===== config.mk =====
export PLATFORM = sky130hd
export DESIGN_NAME = loom_axil_regs
export DESIGN_NICKNAME = d
export VERILOG_FILES = /design/src/rtl/loom_axil_pkg.sv /design/src/rtl/loom_axil_wjoin.sv /design/src/rtl/loom_axil_regs.sv
export SDC_FILE = /design/constraint.sdc
export NUM_CORES = 1
export LEC_CHECK = 0
export ABC_AREA = 1
export BUFFER_PORTS_ARGS = -buffer_cell sky130_fd_sc_hd__buf_2
export CORE_AREA = 2 2 255 257
export DETAILED_ROUTE_END_ITERATION = 6
export DIE_AREA = 0 0 257 259
export PLACE_DENSITY = 0.74
export SYNTH_ARGS = -nofsm -noshare
export SYNTH_HDL_FRONTEND = slang
export SYNTH_SLANG_ARGS = --single-unit

===== constraint.sdc =====
create_clock -name s_axi_aclk -period 3.9 [get_ports s_axi_aclk]
set_input_delay 0.585 -clock s_axi_aclk [delete_from_list [all_inputs] [get_ports s_axi_aclk]]
set_output_delay 0.585 -clock s_axi_aclk [all_outputs]
set_load 0.05 [all_outputs]

===== src/rtl/loom_axil_pkg.sv =====
// Shared AXI-Lite types for the loom register bank.
// Widths, response codes and the write request bundle.
package loom_axil_pkg;

  localparam int AXIL_ADDR_W = 20;
  localparam int AXIL_DATA_W = 32;
  localparam int AXIL_STRB_W = AXIL_DATA_W / 8;
  localparam int IDX_W       = AXIL_ADDR_W - 2;

  typedef enum logic [1:0] {
    OKAY   = 2'b00,
    SLVERR = 2'b10,
    DECERR = 2'b11
  } axil_resp_e;

  typedef struct packed {
    logic [IDX_W-1:0]       idx;
    logic [AXIL_DATA_W-1:0] data;
    logic [AXIL_STRB_W-1:0] strb;
  } wr_req_t;

  function automatic logic [AXIL_DATA_W-1:0] apply_strb(
    input logic [AXIL_DATA_W-1:0] old_v,
    input logic [AXIL_DATA_W-1:0] new_v,
    input logic [AXIL_STRB_W-1:0] strb
  );
    logic [AXIL_DATA_W-1:0] r;
    for (int b = 0; b < AXIL_STRB_W; b++) begin
      r[8*b +: 8] = strb[b] ? new_v[8*b +: 8] : old_v[8*b +: 8];
    end
    return r;
  endfunction

endpackage


===== src/rtl/loom_axil_wjoin.sv =====
// Joins independent AW and W channels into one write commit.
// Either side may arrive first; the early one is held here.
module loom_axil_wjoin
  import loom_axil_pkg::*;
(
  input  logic                   clk,
  input  logic                   rst_n,
  input  logic [IDX_W-1:0]       aw_idx,
  input  logic                   awvalid,
  output logic                   awready,
  input  logic [AXIL_DATA_W-1:0] wdata,
  input  logic [AXIL_STRB_W-1:0] wstrb,
  input  logic                   wvalid,
  output logic                   wready,
  input  logic                   b_busy,
  output logic                   commit,
  output wr_req_t                req
);

  logic                   aw_held;
  logic [IDX_W-1:0]       aw_idx_q;
  logic                   w_held;
  logic [AXIL_DATA_W-1:0] w_data_q;
  logic [AXIL_STRB_W-1:0] w_strb_q;
  logic                   aw_hs;
  logic                   w_hs;

  // Ready depends only on registered state, never on valid.
  assign awready = ~aw_held & ~b_busy;
  assign wready  = ~w_held & ~b_busy;
  assign aw_hs   = awvalid & awready;
  assign w_hs    = wvalid & wready;
  assign commit  = (aw_held | aw_hs) & (w_held | w_hs);

  always_comb begin
    req      = '0;
    req.idx  = aw_held ? aw_idx_q : aw_idx;
    req.data = w_held ? w_data_q : wdata;
    req.strb = w_held ? w_strb_q : wstrb;
  end

  always_ff @(posedge clk or negedge rst_n) begin
    if (!rst_n) begin
      aw_held  <= 1'b0;
      aw_idx_q <= '0;
      w_held   <= 1'b0;
      w_data_q <= '0;
      w_strb_q <= '0;
    end else if (commit) begin
      aw_held <= 1'b0;
      w_held  <= 1'b0;
    end else begin
      if (aw_hs) begin
        aw_held  <= 1'b1;
        aw_idx_q <= aw_idx;
      end
      if (w_hs) begin
        w_held   <= 1'b1;
        w_data_q <= wdata;
        w_strb_q <= wstrb;
      end
    end
  end

endmodule


===== src/rtl/loom_axil_regs.sv =====
// AXI-Lite register bank with per-register write pulses.
// Define LOOM_AXIL_ID_REG_EN to make word 0 a read-only ID.
module loom_axil_regs
  import loom_axil_pkg::*;
#(
  parameter int          NUM_REGS    = 16,
  parameter logic [31:0] RESET_VALUE = 32'h0,
  parameter logic [31:0] ID_VALUE    = 32'h4C4F4F4D
) (
  input  logic                     s_axi_aclk,
  input  logic                     s_axi_aresetn,
  input  logic [AXIL_ADDR_W-1:0]   s_axi_awaddr,
  input  logic [2:0]               s_axi_awprot,
  input  logic                     s_axi_awvalid,
  output logic                     s_axi_awready,
  input  logic [AXIL_DATA_W-1:0]   s_axi_wdata,
  input  logic [AXIL_STRB_W-1:0]   s_axi_wstrb,
  input  logic                     s_axi_wvalid,
  output logic                     s_axi_wready,
  output logic [1:0]               s_axi_bresp,
  output logic                     s_axi_bvalid,
  input  logic                     s_axi_bready,
  input  logic [AXIL_ADDR_W-1:0]   s_axi_araddr,
  input  logic [2:0]               s_axi_arprot,
  input  logic                     s_axi_arvalid,
  output logic                     s_axi_arready,
  output logic [AXIL_DATA_W-1:0]   s_axi_rdata,
  output logic [1:0]               s_axi_rresp,
  output logic                     s_axi_rvalid,
  input  logic                     s_axi_rready,
  output logic [32*NUM_REGS-1:0]   regs_o,
  output logic [NUM_REGS-1:0]      wr_pulse_o
);

`ifdef LOOM_AXIL_ID_REG_EN
  localparam bit IdEn = 1'b1;
`else
  localparam bit IdEn = 1'b0;
`endif

  localparam logic [IDX_W-1:0] NREG = IDX_W'(NUM_REGS);

  logic                   clk;
  logic                   rst_n;
  logic                   live_q;
  logic [31:0]            regs_q [NUM_REGS];
  logic [31:0]            view [NUM_REGS];
  logic                   commit;
  wr_req_t                req;
  logic                   w_in;
  logic                   w_ro;
  logic                   wr_ok;
  axil_resp_e             w_resp;
  logic                   bvalid_q;
  axil_resp_e             bresp_q;
  logic                   rvalid_q;
  axil_resp_e             rresp_q;
  logic [31:0]            rdata_q;
  logic [NUM_REGS-1:0]    pulse_q;
  logic [IDX_W-1:0]       ridx;
  logic                   r_in;
  logic [31:0]            rd_word;
  logic                   ar_hs;
  logic                   unused_bits;

  assign clk   = s_axi_aclk;
  assign rst_n = s_axi_aresetn;

  assign unused_bits = ^{s_axi_awprot, s_axi_arprot,
                         s_axi_awaddr[1:0], s_axi_araddr[1:0]};

  loom_axil_wjoin u_wjoin (
    .clk     (clk),
    .rst_n   (rst_n),
    .aw_idx  (s_axi_awaddr[AXIL_ADDR_W-1:2]),
    .awvalid (s_axi_awvalid),
    .awready (s_axi_awready),
    .wdata   (s_axi_wdata),
    .wstrb   (s_axi_wstrb),
    .wvalid  (s_axi_wvalid),
    .wready  (s_axi_wready),
    .b_busy  (bvalid_q | ~live_q),
    .commit  (commit),
    .req     (req)
  );

  assign w_in  = req.idx < NREG;
  assign w_ro  = IdEn && (req.idx == '0);
  assign wr_ok = w_in & ~w_ro;

  always_comb begin
    w_resp = OKAY;
    unique case (1'b1)
      !w_in:  w_resp = DECERR;
      w_ro:   w_resp = SLVERR;
      default: w_resp = OKAY;
    endcase
  end

  always_comb begin
    for (int i = 0; i < NUM_REGS; i++) begin
      view[i] = (IdEn && i == 0) ? ID_VALUE : regs_q[i];
    end
  end

  for (genvar g = 0; g < NUM_REGS; g++) begin : g_out
    assign regs_o[32*g +: 32] = view[g];
  end

  assign ridx  = s_axi_araddr[AXIL_ADDR_W-1:2];
  assign r_in  = ridx < NREG;
  assign ar_hs = s_axi_arvalid & s_axi_arready;

  always_comb begin
    rd_word = '0;
    for (int i = 0; i < NUM_REGS; i++) begin
      if (ridx == IDX_W'(i)) rd_word = view[i];
    end
  end

  // Register array and write pulses; reads sample the pre-write view.
  always_ff @(posedge clk or negedge rst_n) begin
    if (!rst_n) begin
      pulse_q <= '0;
      for (int i = 0; i < NUM_REGS; i++) regs_q[i] <= RESET_VALUE;
    end else begin
      for (int i = 0; i < NUM_REGS; i++) begin
        pulse_q[i] <= commit & wr_ok & (req.idx == IDX_W'(i));
        if (commit && wr_ok && req.idx == IDX_W'(i)) begin
          regs_q[i] <= apply_strb(regs_q[i], req.data, req.strb);
        end
      end
    end
  end

  always_ff @(posedge clk or negedge rst_n) begin
    if (!rst_n) begin
      live_q   <= 1'b0;
      bvalid_q <= 1'b0;
      bresp_q  <= OKAY;
    end else begin
      live_q <= 1'b1;
      if (commit) begin
        bvalid_q <= 1'b1;
        bresp_q  <= w_resp;
      end else if (bvalid_q && s_axi_bready) begin
        bvalid_q <= 1'b0;
      end
    end
  end

  always_ff @(posedge clk or negedge rst_n) begin
    if (!rst_n) begin
      rvalid_q <= 1'b0;
      rresp_q  <= OKAY;
      rdata_q  <= '0;
    end else if (ar_hs) begin
      rvalid_q <= 1'b1;
      rresp_q  <= r_in ? OKAY : DECERR;
      rdata_q  <= r_in ? rd_word : '0;
    end else if (rvalid_q && s_axi_rready) begin
      rvalid_q <= 1'b0;
    end
  end

  assign s_axi_bvalid  = bvalid_q;
  assign s_axi_bresp   = bresp_q;
  assign s_axi_arready = ~rvalid_q & live_q;
  assign s_axi_rvalid  = rvalid_q;
  assign s_axi_rresp   = rresp_q;
  assign s_axi_rdata   = rdata_q;
  assign wr_pulse_o    = pulse_q;

endmodule


After elaboration in Yosys (flattened, before gate mapping). Index checks and enable logic that the tools add are counted. W data, S select, Z words.

Register bits: 623. Input bits: 89. Word-level logic and storage cells: 262.

Order comparisons: 2. Equal/unequal tests: 30. Multiplexer cells: 30. Bitwise logic cells: 33. Reductions and logical operators: 91.

Operators by type and width (number): $mux W32 (18); $eq A18 B4 Y1 const B (16); $eq A18 B3 Y1 const B (8); $reduce_and A2 Y1 (66); $eq A18 B2 Y1 const B (4); $eq A18 B1 Y1 const B (2); $logic_not A18 Y1 (2); $lt A18 B5 Y1 const B (2); $and A1 B1 Y1 (24); $logic_and A1 B1 Y1 (19); $mux W18 (1); $mux W1 (8); $reduce_bool A2 Y1 (4); $not A1 Y1 (6); $mux W2 (2); $mux W4 (1); $or A1 B1 Y1 (3).

Depth between registers and ports, before layout. Gate-level depths: netlist of the first run.

Word-level depth: 18. Depth in mapped cells: 19.

Modules after synthesis. From an unflattened synthesis of the first run, not the netlist that was laid out.

Cell total of the unflattened synthesis: 3563. Area total of the unflattened synthesis: 28162.0 um2.

By module, submodules not included: loom_axil_regs (instances 1, cells an instance 3139, area an instance 25238.0 um2, seq. area each 14138.6 um2); loom_axil_wjoin (instances 1, cells an instance 424, area an instance 2924.1 um2, seq. area each 1401.3 um2).

Least setup slack after synthesis of the first run. OpenSTA, ideal clock, no wires.

Kind: register -> register. Start point: reg bvalid_q (netlist: s_axi_bvalid). End point: reg regs_q, in the netlist regs_o[453]. Setup time: 0.117 ns. Data arrival time: 3.616 ns. Required time: 3.783 ns. Path slack: 0.167 ns. Stages on the path, launching flop included: 16. Cell sequence: dfrtp_1 -> nor3_1 -> nand2_1 -> inv_2 -> nor2_1 -> clkinv_1 -> nand2_1 -> inv_2 -> nand4_4 -> nor4_4 -> nand2_4 -> nor2_4 -> buf_6 -> nor2_1 -> a21oi_1 -> inv_2.

Longest elaborated chain between the ends: 9.

Ends and longest elaborated chain: start: declaration (RTL line loom_axil_regs.sv:54) `logic bvalid_q;`; start signal: assignment (RTL line loom_axil_regs.sv:139) `bvalid_q <= 1'b0;`; start signal: assignment (RTL line loom_axil_regs.sv:144) `bvalid_q <= 1'b1;`; start signal: assignment (RTL line loom_axil_regs.sv:147) `bvalid_q <= 1'b0;`; $or A1 B1 Y1 (RTL line loom_axil_regs.sv:82) `.b_busy (bvalid_q | ~live_q),`; $not A1 Y1 (RTL line loom_axil_wjoin.sv:30) `assign wready = ~w_held & ~b_busy;`; $and A1 B1 Y1 (RTL line loom_axil_wjoin.sv:30); via s_axi_wready (RTL line loom_axil_regs.sv:19) `output logic s_axi_wready,`; $and A1 B1 Y1 (RTL line loom_axil_wjoin.sv:32) `assign w_hs = wvalid & wready;`; $or A1 B1 Y1 (RTL line loom_axil_wjoin.sv:33) `assign commit = (aw_held | aw_hs) & (w_held | w_hs);`; $and A1 B1 Y1 (RTL line loom_axil_wjoin.sv:33); $logic_and A1 B1 Y1 (2 in series) (RTL line loom_axil_regs.sv:129) `if (commit && wr_ok && req.idx == IDX_W'(i)) begin`; $reduce_and A2 Y1 (no source line); end signal: indexed assignment (RTL line loom_axil_regs.sv:130) `regs_q[i] <= apply_strb(regs_q[i], req.data, req.strb);`; end: declaration (RTL line loom_axil_regs.sv:46) `logic [31:0] regs_q [NUM_REGS];`.

The timed path passes the listed nets, and every way through them passes these cells. A chain may end at the register's enable or synchronous reset.

Worst setup path in the final report of the first run.
Start point: reg u_wjoin.aw_held. End point: reg regs_q, in the netlist regs_o[283].

Longest elaborated chain between the ends: 8.

Ends and longest elaborated chain: start: declaration (RTL line loom_axil_wjoin.sv:20) `logic aw_held;`; start signal: assignment (RTL line loom_axil_wjoin.sv:44) `aw_held <= 1'b0;`; start signal: assignment (RTL line loom_axil_wjoin.sv:50) `aw_held <= 1'b0;`; start signal: assignment (RTL line loom_axil_wjoin.sv:54) `aw_held <= 1'b1;`; branches (longest 6 deep; another with $lt A18 B5 Y1); $logic_and A1 B1 Y1 * (RTL line loom_axil_regs.sv:129); $reduce_and A2 Y1 (no source line) *.

Mark *: on every way between the ends.

==> summary.txt, run 1 <==
status = finished, violations left
failing checks = hold timing
largest cells by area after synthesis = dfrtp_1, inv_1, a21oi_1
number of synthesized flops with an enable pin = 0
Final HPWL DP = 93400 µm
Initial Utilization = 0.497
Yosys cell types = 36
Top-Level Pins = 658
RSZ-0062 raised after global routing = no
startpoint types = register
Multi-input gate area = 10700 µm²
Fin Setup TNS = 0 ns
drt wl/cell = 21.5 µm
PostCTS Resize Cnt = 0
first-pass GRT wire length = 183000 µm
crit path kind = reg -> reg
DRT Pass-1 Iters = 6
Post-Synthesis Cells = 4290
Critical Path AT = 3.81 ns
die extent in x = 257 µm
grt total ovfl = 0
asr flop ratio synth = 1.00
family with the most delay on the worst path = simple AND/OR/NAND/NOR gates
clock tree sinks = 621
WL final = 125000 µm
synthesized-area fraction occupied by xor and xnor cells = 0
Power Dens Cells = 428 nW/µm²
Area Overhead vs Synth = 21.0%
Pins Over Slew Limit = 0
Synth top area share = 0.489
GP Congestion = 0.976
H-tree lvl count = 3
vias in the first global route = 28661
largest net degree at the start of global routing = 95
synth cell count leaders = inv_1, nor2_1, dfrtp_1
period utilisation layout = 0.850
switch share = 0.311
Num CTS Buffers = 70
Vias per Instance = 5.16
DRC Markers = 0
Tmin final = 3.31 ns
overall routing resource usage = 0.373
initial drt markers = 3130
Pleak = 20.3 nW
overall die area = 66600 µm²
Reg power frac = 0.420
number of diodes = 0
largest family of logic cells by synthesized area = simple AND/OR/NAND/NOR gates
Synth Area in Compound Gates = 0.121
Buf+Inv Stages, Crit Path = 2
Max Freq = 302 MHz
FP Rows = 93
FF+latch count, synth = 621
Hold WS = -0.0204 ns
Syn Std Cell Area = 31800 µm²
Worst VDD drop = 0.312 mV
routed vias = 30123
syn nets = 4379
# Max-Cap Violations = 0
Final nets = 5021
# Post-CTS Setup Buffers = 0
slowest CP cell = dfrtp_1
crit path capture type = register
Die Ht = 259 µm
Fin. Hold Viols = 7
Yosys Warn Count = 0
clock network power share = 0.418
initial antenna violation count = 5
final setup vio count = 0
clk buf depth = 3
CTS tree = done
clk slew on worst S/H paths = 0.06 ns
multiplexer area fraction after synthesis = 0.00355
Synth Area in Adders = 0
Worst Path Required = 4.39 ns
CP max stage delay = 0.57 ns
actual slew at the worst max-slew pin = 1.23 ns
fraction of layout cells with a size suffix above 1 = 0.199
switching power total = 5.12 mW
simple-gate share of the synthesized area = 0.207
slew margin rel. = 0.178
fill count = 5713
Hold Crit Class = in -> async
Seq/Total Area, Yosys = 0.489
worst-skew pair later-pin latency = 0.62 ns
Clock Skew = 0.0281 ns
critical-path cell list = inv_2 -> o31ai_2 -> nand4_4 -> nor4_4 -> nand2_2 -> nor2_4 -> nor2_1 -> a21oi_1 -> inv_1
syn_area_per_cell = 7.40 µm²
Gate power share = 0.162
number of port buffers = 647
worst-path maximum fanout = 16
Int Pwr = 11.3 mW
Final ANT Viol Nets = 0
area leader, netlist = dfrtp_1
Design Power = 16.5 mW
count leader, synth = inv_1
Root Driver = clkbuf_16
cts hold-fix bufs = 0
Core ar. = 63900 µm²
register area = 15500 µm²
main flop type after synthesis = dfrtp_1
-- metal layers --
layer / wire length (µm) / GRT usage / up-vias
met3: 12600 / 0.0900 / 386
met5: 15 / 0 / -
met4: 8830 / 0.232 / 2
li1: - / - / 13994
met2: 58600 / 0.610 / 1619
met1: 45400 / 0.447 / 14122
-- logic make-up after synthesis --
kind of cell    count (synthesis)
compound gates                759
buf+inv                      1420
flops                         621
mux                            10
other cells                     1
simple gates                 1479
-- worst register-to-register path, stage by stage, from the launching register on --
cell,delay (ns)
dfrtp_1,0.57
inv_2,0.17
o31ai_2,0.44
nand4_4,0.27
nor4_4,0.47
nand2_2,0.45
nor2_4,0.51
nor2_1,0.09
a21oi_1,0.16
inv_1,0.07
-- stage by stage --
stage / utilization / setup slack [ns] / cells / instance area [µm²] / hold WS (ns)
finish: 0.602 / 0.586 / 5838 / 38400 / -0.0204
global route: 0.602 / 0.376 / 5838 / 38400 / 0.0375
CTS: 0.602 / 0.609 / 5838 / 38400 / 0.00733
detailed placement: 0.565 / 0.461 / 5715 / 36100 / 0.463
global placement: 0.565 / 0.451 / 5715 / 36100 / 0.459
floorplan: - / 0.167 / 4290 / 31800 / 0.289
-- path summary, 6_finish.rpt --
check / startpoint / to / cells after the start / slack [ns]
setup / recovery: u_wjoin.aw_held / regs_o[283] / 9 / 0.59
setup reg to reg: u_wjoin.aw_held / regs_o[283] / 9 / 0.59
min in group s_axi_aclk: s_axi_rready / s_axi_rvalid / 2 / 0.13
hold reg to reg: s_axi_rdata[25] / s_axi_rdata[25] / 2 / 0.47
hold / removal: s_axi_aresetn / u_wjoin.w_data_q[2] / 1 / -0.02
max in group asynchronous: s_axi_aresetn / regs_o[246] / 2 / 2.83
-- sequential cells by signal, indices dropped and copies added, names as in the netlist --
register and cells:
live_q 1, regs_o 512, s_axi_bresp 1, s_axi_bvalid 1, s_axi_rdata 32, s_axi_rresp 1
s_axi_rvalid 1, u_wjoin.aw_held 1, u_wjoin.aw_idx_q 18, u_wjoin.w_data_q 32, u_wjoin.w_held 1, u_wjoin.w_strb_q 4
wr_pulse_o 16
-- area by class of cell --
type                    instances  share of cell area
flip-flops and latches        621               0.404
multi-input cells            2249               0.277
inverters                    1248               0.122
repair buffers                742               0.107
clock buffers                  97              0.0521
well taps                     855              0.0278
clock inverters                26             0.00921
-- layout by cell type (no fill, tap or decap), types with 4 or more instances in the layout --
cell	n
nor3_1	17
clkbuf_8	15
buf_2	646
buf_4	83
inv_2	14
bufinv_16	7
nand4_1	73
o21bai_1	7
dfrtp_1	620
nand3_1	82
nand2_1	530
o21ai_1	20
nor2_1	669
clkbuf_16	70
nor2_4	64
nand3b_1	7
nor4_4	4
nand2_2	6
a21oi_1	522
o21ai_0	185
buf_12	12
o21ai_2	14
inv_1	1232
o21ai_4	4
clkbuf_1	12
mux2_2	10
nand2_4	13
o211ai_1	4
clkinv_2	11
nor2_2	5
-- power by group through the flow --
stage	Clock (mW)	Combinational (mW)	Sequential (mW)
after floorplan	0	1.43	6.98
after CTS	6.92	2.65	6.90
after detailed placement	0	2.64	7.01
after global routing	7.19	2.81	6.93
final	6.88	2.67	6.91
after global placement	0	2.60	7.00
Note: power is estimated with default switching activity, not from simulation.
==> run 2, diff against run 1 <==
Settings changed: CORE_AREA 2 2 255 257 to 2 2 256 258, DIE_AREA 0 0 257 259 to 0 0 258 260, PLACE_DENSITY 0.74 to 0.76.
Clock period 3.9 ns to 2.97 ns, I/O delays scaled along.
==> summary.txt, run 2 (synthesis results as in run 1) <==
critical-path cell list = nor3_4 -> nand2_1 -> inv_2 -> nor2_4 -> inv_2 -> nand2_2 -> inv_2 -> nand4_4 -> buf_4 -> nor4_4 -> buf_4 -> nand2_2 -> nor2_4 -> nor2_1 -> a21oi_1 -> inv_1
Clock Skew = 0.0282 ns
DRC Markers = 0
flop-to-flop setup slack = 0.15 ns
status = completed
Multi-input gate area = 10600 µm²
die extent in x = 258 µm
most used cell, CP = inv_2
worst r2r dst = regs_o[413]
most common cell after layout, fill and taps aside = inv_1
period utilisation layout = 0.948
HP Start = s_axi_rready
number of flip-flops in the largest register = 512
fill count = 5693
crit path capture type = register
DRT Pass-1 Iters = 7
actual slew at the worst max-slew pin = 1.11 ns
Vias per Instance = 5.08
worst-path maximum fanout = 16
Top-Level Pins = 658
Critical Path AT = 3.31 ns
initial antenna violation count = 4
largest net degree at the start of global routing = 73
Final HPWL DP = 92000 µm
grt total ovfl = 0
commonest non-fill, non-tap cells in the layout = inv_1, nor2_1, buf_2
WL final = 121000 µm
family with the most delay on the worst path = simple AND/OR/NAND/NOR gates
Fin Setup TNS = 0 ns
GP Congestion = 0.971
cell total after placement = 5800
GR Util met1 = 0.415
slew margin rel. = 0.257
routed vias = 30194
Fin. Hold Viols = 0
Worst Slack Setup Final = 0.154 ns
met3 Use GR = 0.0842
Design Power = 21.6 mW
vias in the first global route = 28468
final setup vio count = 0
Final Util = 0.618
drt wl/cell = 20.4 µm
Final ANT Viol Nets = 0
slowest CP cell = dfrtp_2
Num CTS Buffers = 70
# Max-Cap Violations = 0
finished layout cell area = 39600 µm²
Worst VDD drop = 0.411 mV
Post-Layout Cell Count = 5940
Pleak = 20.9 nW
overall die area = 67100 µm²
Area Overhead vs Synth = 24.7%
Initial Utilization = 0.495
Hold WS = 0.0552 ns
CP max stage delay = 0.50 ns
number of port buffers = 647
Hold EP = s_axi_rvalid
gr busiest metal = met2
fraction of layout cells with a size suffix above 1 = 0.213
met2 GRT Util = 0.604
Reg2Reg Depth = 16
overall routing resource usage = 0.356
clk buf depth = 3
Power Dens Cells = 545 nW/µm²
Hold Crit Class = in -> reg
crit path kind = reg -> reg
CTS tree = done
startpoint types = register
Core ar. = 64100 µm²
FF-to-FF Start = u_wjoin.aw_held
worst-skew pair later-pin latency = 0.62 ns
Final nets = 5116
initial drt markers = 2982
Tmin final = 2.82 ns
register area = 15500 µm²
Pins Over Slew Limit = 0
Root Driver = clkbuf_16
DP Worst Slack = -0.0786 ns
Area after DPL = 37100 µm²
FP Rows = 93
Worst Path Required = 3.46 ns
Die Ht = 260 µm
clk slew on worst S/H paths = 0.06 ns
H-tree lvl count = 3
first-pass GRT wire length = 177000 µm
hold depth = 2
Buf+Inv Stages, Crit Path = 6
clock tree sinks = 621
Max Freq = 355 MHz
## run 2: power by group
part	internal (mW)	switching, mW
registers	8.84	0.255
clock network	5.32	3.70
logic	0.856	2.61
total	15.0	6.56
## run 2: cell type report
cell class / instances / share of cell area
Antenna cell: 1 / 0.0000632
Sequential cell: 621 / 0.392
Multi-Input combinational cell: 2249 / 0.269
Tap cell: 855 / 0.0270
Inverter: 1248 / 0.118
Timing Repair Buffer: 837 / 0.134
Clock inverter: 29 / 0.00821
Clock buffer: 100 / 0.0514
## run 2: what timing repair did
| action | CTS | global route |
|---|---|---|
| hold endpoints to repair | 44 | 0 |
| buffers inserted | 0 | 8 |
| hold buffers | 2 | 0 |
| setup endpoints to repair | 0 | 12 |
| gates resized for setup | 0 | 0 |
## run 2: worst max path at each step
stage	end	cells after the start	start	slack [ns]
floorplan	regs_o[453]	15	s_axi_bvalid	-0.06
global placement	s_axi_rdata[27]	19	s_axi_araddr[9]	-0.05
detailed placement	s_axi_rdata[27]	19	s_axi_araddr[7]	-0.08
CTS	regs_o[396]	16	u_wjoin.aw_held	0.12
global route	regs_o[128]	16	u_wjoin.aw_held	-0.002
finish	regs_o[413]	16	u_wjoin.aw_held	0.15
## run 2: metal layers
layer	wire (µm)	vias to the layer above
li1	-	14194
met1	43600	14198
met2	58200	1440
met3	11700	356
met4	7720	6
met5	38	-
